<file path="src/rtl/seq_mult_nb_pkg.sv">
// Shared constants for the sequential divider/multiplier family: FSM encodings
// and the iteration-counter width helper.
package seq_mult_nb_pkg;

  typedef enum logic [1:0] {
    IDLE = 2'b00,
    CALC = 2'b01,
    DONE = 2'b10
  } state_e;

  // Counter spans 0..n-1; a 1-bit floor keeps small n legal.
  function automatic int cnt_width(input int n);
    return (n < 2) ? 1 : $clog2(n);
  endfunction

endpackage

</file>
<file path="src/rtl/seq_mult_dp.sv">
// Shift-add datapath: multiplicand register, (2n+1)-bit accumulator, ripple adder.
// load_i captures operands; step_i performs one conditional add plus right shift.
module seq_mult_dp #(
  parameter int n = 8
) (
  input  logic             clk,
  input  logic             clr,
  input  logic             load_i,
  input  logic             step_i,
  input  logic [n-1:0]     a_i,
  input  logic [n-1:0]     b_i,
  output logic [2*n-1:0]   prod_nxt_o
);

  logic [n-1:0]   m_q, m_d;
  logic [2*n:0]   acc_q, acc_d;
  logic [n-1:0]   addend;
  logic [n:0]     sum;
  logic           c;
  logic [2*n:0]   acc_shift;

  // Ripple-carry add of M (or 0) into {carry, hi}; the top stage only absorbs carry.
  always_comb begin
    c      = 1'b0;
    sum    = '0;
    addend = acc_q[0] ? m_q : '0;
    for (int i = 0; i < n; i++) begin
      sum[i] = acc_q[n+i] ^ addend[i] ^ c;
      c      = (acc_q[n+i] & addend[i]) | (c & (acc_q[n+i] ^ addend[i]));
    end
    sum[n] = acc_q[2*n] ^ c;
  end

  assign acc_shift  = {1'b0, sum, acc_q[n-1:1]};
  assign prod_nxt_o = acc_shift[2*n-1:0];

  always_comb begin
    m_d   = m_q;
    acc_d = acc_q;
    if (load_i) begin
      m_d   = a_i;
      acc_d = {1'b0, {n{1'b0}}, b_i};
    end else if (step_i) begin
      acc_d = acc_shift;
    end
  end

  always_ff @(posedge clk or posedge clr) begin
    if (clr) begin
      m_q   <= '0;
      acc_q <= '0;
    end else begin
      m_q   <= m_d;
      acc_q <= acc_d;
    end
  end

endmodule

</file>
<file path="src/rtl/seq_mult_nb.sv">
// Radix-2 sequential unsigned multiplier: n CALC cycles per product, one-cycle done.
// start is honoured only in IDLE or DONE, so DONE-to-CALC runs back-to-back.
module seq_mult_nb
  import seq_mult_nb_pkg::*;
#(
  parameter int n = 8
) (
  input  logic             clk,
  input  logic             clr,
  input  logic             start,
  input  logic [n-1:0]     a,
  input  logic [n-1:0]     b,
  output logic [2*n-1:0]   prod,
  output logic             busy,
  output logic             done
);

  localparam int CW = cnt_width(n);

  state_e            state_q, state_d;
  logic [CW-1:0]     cnt_q, cnt_d;
  logic [2*n-1:0]    prod_q, prod_d;
  logic [2*n-1:0]    prod_nxt;
  logic              load, step;

  seq_mult_dp #(.n(n)) u_dp (
    .clk        (clk),
    .clr        (clr),
    .load_i     (load),
    .step_i     (step),
    .a_i        (a),
    .b_i        (b),
    .prod_nxt_o (prod_nxt)
  );

  always_comb begin
    state_d = state_q;
    cnt_d   = cnt_q;
    prod_d  = prod_q;
    load    = 1'b0;
    step    = 1'b0;
    case (state_q)
      IDLE: begin
        if (start) begin
          state_d = CALC;
          load    = 1'b1;
          cnt_d   = '0;
        end
      end
      CALC: begin
        step  = 1'b1;
        cnt_d = cnt_q + 1'b1;
        // Last iteration: capture the post-step accumulator as the product.
        if (cnt_q == CW'(n - 1)) begin
          state_d = DONE;
          prod_d  = prod_nxt;
        end
      end
      DONE: begin
        if (start) begin
          state_d = CALC;
          load    = 1'b1;
          cnt_d   = '0;
        end else begin
          state_d = IDLE;
        end
      end
      default: state_d = IDLE;
    endcase
  end

  always_ff @(posedge clk or posedge clr) begin
    if (clr) begin
      state_q <= IDLE;
      cnt_q   <= '0;
      prod_q  <= '0;
    end else begin
      state_q <= state_d;
      cnt_q   <= cnt_d;
      prod_q  <= prod_d;
    end
  end

  assign prod = prod_q;
  assign busy = (state_q == CALC);
  assign done = (state_q == DONE);

endmodule

</file>
<file path="config.mk">
export PLATFORM = sky130hd
export DESIGN_NAME = seq_mult_nb
export DESIGN_NICKNAME = d
export VERILOG_FILES = /design/src/rtl/seq_mult_nb_pkg.sv /design/src/rtl/seq_mult_dp.sv /design/src/rtl/seq_mult_nb.sv
export SDC_FILE = /design/constraint.sdc
export NUM_CORES = 1
export LEC_CHECK = 0
export BUFFER_PORTS_ARGS = -buffer_cell sky130_fd_sc_hd__buf_2
export CORE_UTILIZATION = 55
export CTS_CLUSTER_DIAMETER = 100
export CTS_CLUSTER_SIZE = 30
export DETAILED_ROUTE_END_ITERATION = 8
export GPL_ROUTABILITY_DRIVEN = 0
export PLACE_DENSITY = 0.79
export SLEW_MARGIN = 10
export SYNTH_ARGS = -nofsm -noshare
export SYNTH_HDL_FRONTEND = slang
export SYNTH_SLANG_ARGS = --single-unit
</file>
<file path="constraint.sdc">
create_clock -name clk -period 6.5 [get_ports clk]
set_input_delay 1.3 -clock clk [delete_from_list [all_inputs] [get_ports clk]]
set_output_delay 1.3 -clock clk [all_outputs]
set_load 0.005 [all_outputs]
</file>
==> After elaboration in Yosys (flattened, before gate mapping) <==
Cells that the tools add are included.
{ "classes": {"addsub": 1, "eq_ne": 6, "n_mux": 12, "n_bitwise": 38, "n_reduce_logical": 7} }
{ "op_table": {"columns": ["cell", "n"], "rows": [
  ["$mux W17", 2],
  ["$xor A1 B1 Y1", 16],
  ["$and A1 B1 Y1", 15],
  ["$mux W8", 1],
  ["$or A1 B1 Y1", 7],
  ["$pmux W2 S3", 1],
  ["$pmux W3 S2", 1],
  ["$reduce_and A2 Y1", 3],
  ["$mux W1", 4],
  ["$mux W2", 2],
  ["$ne A2 B1 Y1 const B", 2],
  ["$reduce_bool A2 Y1", 2],
  ["$add A3 B1 Y3 const B", 1],
  ["$eq A3 B3 Y1 const B", 1],
  ["$mux W3", 1],
  ["$eq A2 B1 Y1 const B", 1],
  ["$eq A2 B2 Y1 const B", 1],
  ["$logic_not A2 Y1", 1],
  ["$ne A2 B2 Y1 const B", 1],
  ["$reduce_or A2 Y1", 1]
]} }
{ "totals": {"reg_bits": 46, "inputBits": 19, "out_inout_bits": 18, "word_cells": 69} }

==> Depth between registers and ports, before layout <==
{ "depth": {"ltp_word": 19, "mapped_depth": 15, "depth_no_buf": 14} }

==> Modules after synthesis <==
A second synthesis with hierarchy kept.
{ "hier_totals": {"hier_cells": 179, "area_unflattened_um2": 2274.7} }
{ "by_module_without_submodules": {"columns": ["module", "instances", "cells_each", "area_per_inst_um2", "seq_area_each_um2"], "rows": [
  ["seq_mult_dp", 1, 122, 1361.3, 600.6],
  ["seq_mult_nb", 1, 57, 913.4, 525.5]
]} }

==> Worst setup path after synthesis <==
OpenSTA, ideal clock, no wires.
{ "synth_path": {"path_type": "register to register", "start": "register u_dp.acc_q[0]", "end": "register u_dp.acc_q[15]", "setup_time_ns": 0.065, "arrival_time_ns": 3.163, "required_ns": 6.435, "path_slack_ns": 3.271, "stages_incl_launch_ff": 16, "n_path_buf": 1, "period_less_slack_ns": 3.229, "path_cell_list": "dfrtp_1 -> clkbuf_1 -> and2_1 -> ha_1 -> fa_1 -> fa_1 -> inv_1 -> fa_1 -> inv_1 -> fa_1 -> inv_1 -> fa_1 -> fa_1 -> fa_1 -> o21ai_0 -> a22o_1"} }
{ "synth_between": {"elab_chain_len": 19} }
{ "synth_rtl": {"columns": ["item", "line", "text"], "rows": [
  ["start: declaration", "seq_mult_dp.sv:16", "logic [2*n:0] acc_q, acc_d;"],
  ["start signal: assignment", "seq_mult_dp.sv:51", "acc_q <= '0;"],
  ["start signal: assignment", "seq_mult_dp.sv:54", "acc_q <= acc_d;"],
  ["$mux W8 *", "seq_mult_dp.sv:26", "addend = acc_q[0] ? m_q : '0;"],
  ["$and A1 B1 Y1 / $xor A1 B1 Y1 (equally long branches)", "seq_mult_dp.sv:29", "c = (acc_q[n+i] & addend[i]) | (c & (acc_q[n+i] ^ addend[i]));"],
  ["$and A1 B1 Y1", "seq_mult_dp.sv:29", null],
  ["$or A1 B1 Y1", "seq_mult_dp.sv:29", null],
  ["$and A1 B1 Y1", "seq_mult_dp.sv:29", null],
  ["$or A1 B1 Y1", "seq_mult_dp.sv:29", null],
  ["$and A1 B1 Y1", "seq_mult_dp.sv:29", null],
  ["$or A1 B1 Y1", "seq_mult_dp.sv:29", null],
  ["[3 not listed]", null, null],
  ["$or A1 B1 Y1", "seq_mult_dp.sv:29", null],
  ["$and A1 B1 Y1", "seq_mult_dp.sv:29", null],
  ["$or A1 B1 Y1", "seq_mult_dp.sv:29", null],
  ["$and A1 B1 Y1", "seq_mult_dp.sv:29", null],
  ["$or A1 B1 Y1 *", "seq_mult_dp.sv:29", null],
  ["$xor A1 B1 Y1 *", "seq_mult_dp.sv:31", "sum[n] = acc_q[2*n] ^ c;"],
  ["$mux W17 *", "seq_mult_dp.sv:43", "end else if (step_i) begin"],
  ["$mux W17 *", "seq_mult_dp.sv:40", "if (load_i) begin"]
]} }
Every way passes the cells marked *; elsewhere a longest branch is shown, timed or not. The select of a mux whose other input is x is not followed.
A chain may end at the register's enable or synchronous reset.

==> Worst setup path after layout <==
Ends and elaborated chain as after synthesis.

==> impl_metrics.yaml <==
floorplan:
  io_pins: 37
  die_area_um2: 4050
  core_um2: 3660
  placementRows: 22
  start_util_pct: 57.0
  die_height_um: 63.6
  fp.dieW_um: 63.6
critical_path:
  critical_path.endpoint_type: "flip-flop"
  worstPathRequired_ns: 6.74
  timing.rr.start: "u_dp.acc_q[0]"
  crit_arrival_ns: 3.68
  critPathLaunch: "u_dp.acc_q[0]"
  start_kind: "flip-flop"
  cp_max_fo: 10
  critical_path_class: "reg2reg"
synth:
  ys_types: 31
  synthCells: 179
  ys_warn_count: 0
  ys_seq_area_share_pct: 53.9
  synth_fp_nets: 208
  netlist_area_um2: 2090
  ys_ff_latch: 45
  synth_area_per_cell_um2: 11.7
timing:
  slew_headroom_pct: 56.8
  rsz0062_at_grt: "false"
  clock_skew_ns: 0.0100
  setup_viol: 0
  setup_tns_ns: 0
  worst_pin_slew_ns: 0.648
  finalWorstSetupSlack_ns: 3.07
  fmax_mhz: 291
  hold_violations: 0
  fin_crit_ns: 3.43
  finalCritPeriodShare_pct: 52.8
  final_max_slew_viol_count: 0
drt:
  wire_per_inst_um: 14.5
  antenna_left: 0
  viasPerCell: 5.24
  initialDrtViolationCount: 74
  drc: 0
  vias: 1372
  wirelength_um: 3790
  dr.pass1.iters: 4
power:
  p_leak_nw: 1.18
  peakVddDrop_v: 0.000261
  p_per_area_nw_per_um2: 507
cells_and_area:
  syn_to_final_growth_pct: 13.9
  multi_input_area_um2: 848
  fillers: 274
  drive_above_1_share_pct: 28.5
  insertedDiodeCount: 0
  fin_nets: 242
  register_area_um2: 1130
  layout_commonest_cell: "dfrtp_1"
  final_cell_mix: "dfrtp_1 (45), nand2_1 (36), buf_2 (36)"
hold_path:
  holdCritPathClass: "reg2reg"
  hold_start: "u_dp.m_q[7]"
cts:
  cts_max_level: 2
  cts_buffer_depth: 2
  clk_latency_ns: 0.30
  clock-sinks: 45
  post_cts_resized: 0
  cts-root-buf: "clkbuf_8"
  cts.clk_slew.worst_paths_ns: 0.09
  cts_tree: "done"
  cts_setup_buffers: 0
  postCtsHoldBufs: 0
  cts_buffers: 5
global_route:
  antenna_found_initial: 0
  grt_start_max_net_pins: 46
  grt_usage_pct: 22.1
  first_global_vias: 1416
  grt_pass1_wl_um: 6620
  gr-total-overflow: 0
placement:
  hpwl_um: 2540
  pre_cts_slack_ns: 3.08
  io_buffers: 36
outcome:
  status: "completed"
flow_run:
  cap_violations: 0
==> worst max-delay path, stage by stage (launching register included) <==
cell and delay [ns]:
dfrtp_1 0.50, and2_1 0.18, ha_1 0.16, fa_1 0.19, fa_1 0.17, inv_1 0.05, fa_1 0.35, inv_1 0.07
fa_1 0.15, inv_1 0.05, fa_1 0.38, fa_1 0.40, fa_1 0.39, o21ai_0 0.20, a22o_1 0.15
==> per-stage QoR <==
| step | hold slack (ns) | power, mW | instances | cell area, µm² | util [%] |
|---|---|---|---|---|---|
| floorplan | 0.437 | 0.867 | 179 | 2090 | - |
| global placement | 0.459 | 0.979 | 254 | 2270 | 61.9 |
| detailed placement | 0.467 | 1.00 | 254 | 2270 | 61.9 |
| CTS | 0.486 | 1.22 | 262 | 2380 | 65.0 |
| global route | 0.510 | 1.32 | 262 | 2380 | 65.0 |
| finish | 0.480 | 1.21 | 262 | 2380 | 65.0 |
==> flip-flops by register name, indices dropped and copies added, names as in the netlist <==
signal,count
cnt_q,3
state_q,2
prod,16
u_dp.acc_q,16
u_dp.m_q,8
==> power by group <==
part           internal, mW  switching (mW)  leakage [nW]
registers             0.413          0.0976         0.549
clock network         0.115          0.0969        0.0554
logic                 0.247           0.237         0.580
total                 0.775           0.432          1.18
==> synth_stat cells <==
cell	count	area [µm²]
mux2_4	9	135
nor3_1	6	30.0
nor2_4	1	11.3
o22ai_1	6	37.5
dfrtp_1	45	1130
xnor2_1	1	8.76
buf_2	2	10.0
nand2_1	36	135
nand3b_4	1	20.0
o2bb2ai_1	4	35.0
nand2b_1	2	12.5
o21ai_0	8	40.0
and2_1	4	25.0
a211oi_1	1	7.51
mux2_2	3	33.8
clkbuf_1	2	7.51
nor2_1	7	26.3
inv_1	9	33.8
mux2i_1	1	10.0
inv_2	1	3.75
a22oi_1	1	7.51
fa_1	7	140
nand2b_4	1	13.8
buf_4	2	15.0
a21oi_1	1	5.00
nand3_1	1	5.00
ha_1	3	37.5
clkbuf_2	2	10.0
nor2b_1	3	18.8
buf_6	3	33.8
a22o_1	6	52.6
==> path summary, 6_finish.rpt <==
kind,to,slack (ns),cells after the start
worst max-delay path,u_dp.acc_q[15],3.07,14
min in group asynchronous,cnt_q[0],1.11,3
max in group asynchronous,u_dp.acc_q[12],4.99,3
worst min-delay path,u_dp.m_q[7],0.48,2
worst min register to register,u_dp.m_q[7],0.48,2
worst max register to register,u_dp.acc_q[15],3.07,14
==> cell families (layout without fill, tap and decap cells) <==
group | count (synthesis) | after routing | synth area share [%]
flops | 45 | 45 | 53.9
compound gates | 27 | 27 | 8.87
mux | 13 | 13 | 8.57
xor+xnor | 1 | 1 | 0.419
fa+ha+maj | 10 | 10 | 8.51
simple gates | 62 | 62 | 14.3
buf+inv | 21 | 56 | 5.45
==> layout make-up <==
class,count,area share [%]
Sequential cell,45,47.3
Tap cell,48,2.52
Inverter,10,1.58
Clock buffer,6,3.05
Multi-Input combinational cell,113,35.7
Timing Repair Buffer,38,8.21
Clock inverter,2,1.63
==> metal layers <==
layer / up-vias / track usage, % / wire length, µm
met5: - / 0 / 0
met4: 0 / 6.82 / 43
met3: 6 / 6.88 / 163
met2: 38 / 34.7 / 1830
met1: 668 / 29.2 / 1760
li1: 660 / - / -
Power figures use the tool's default switching activity.
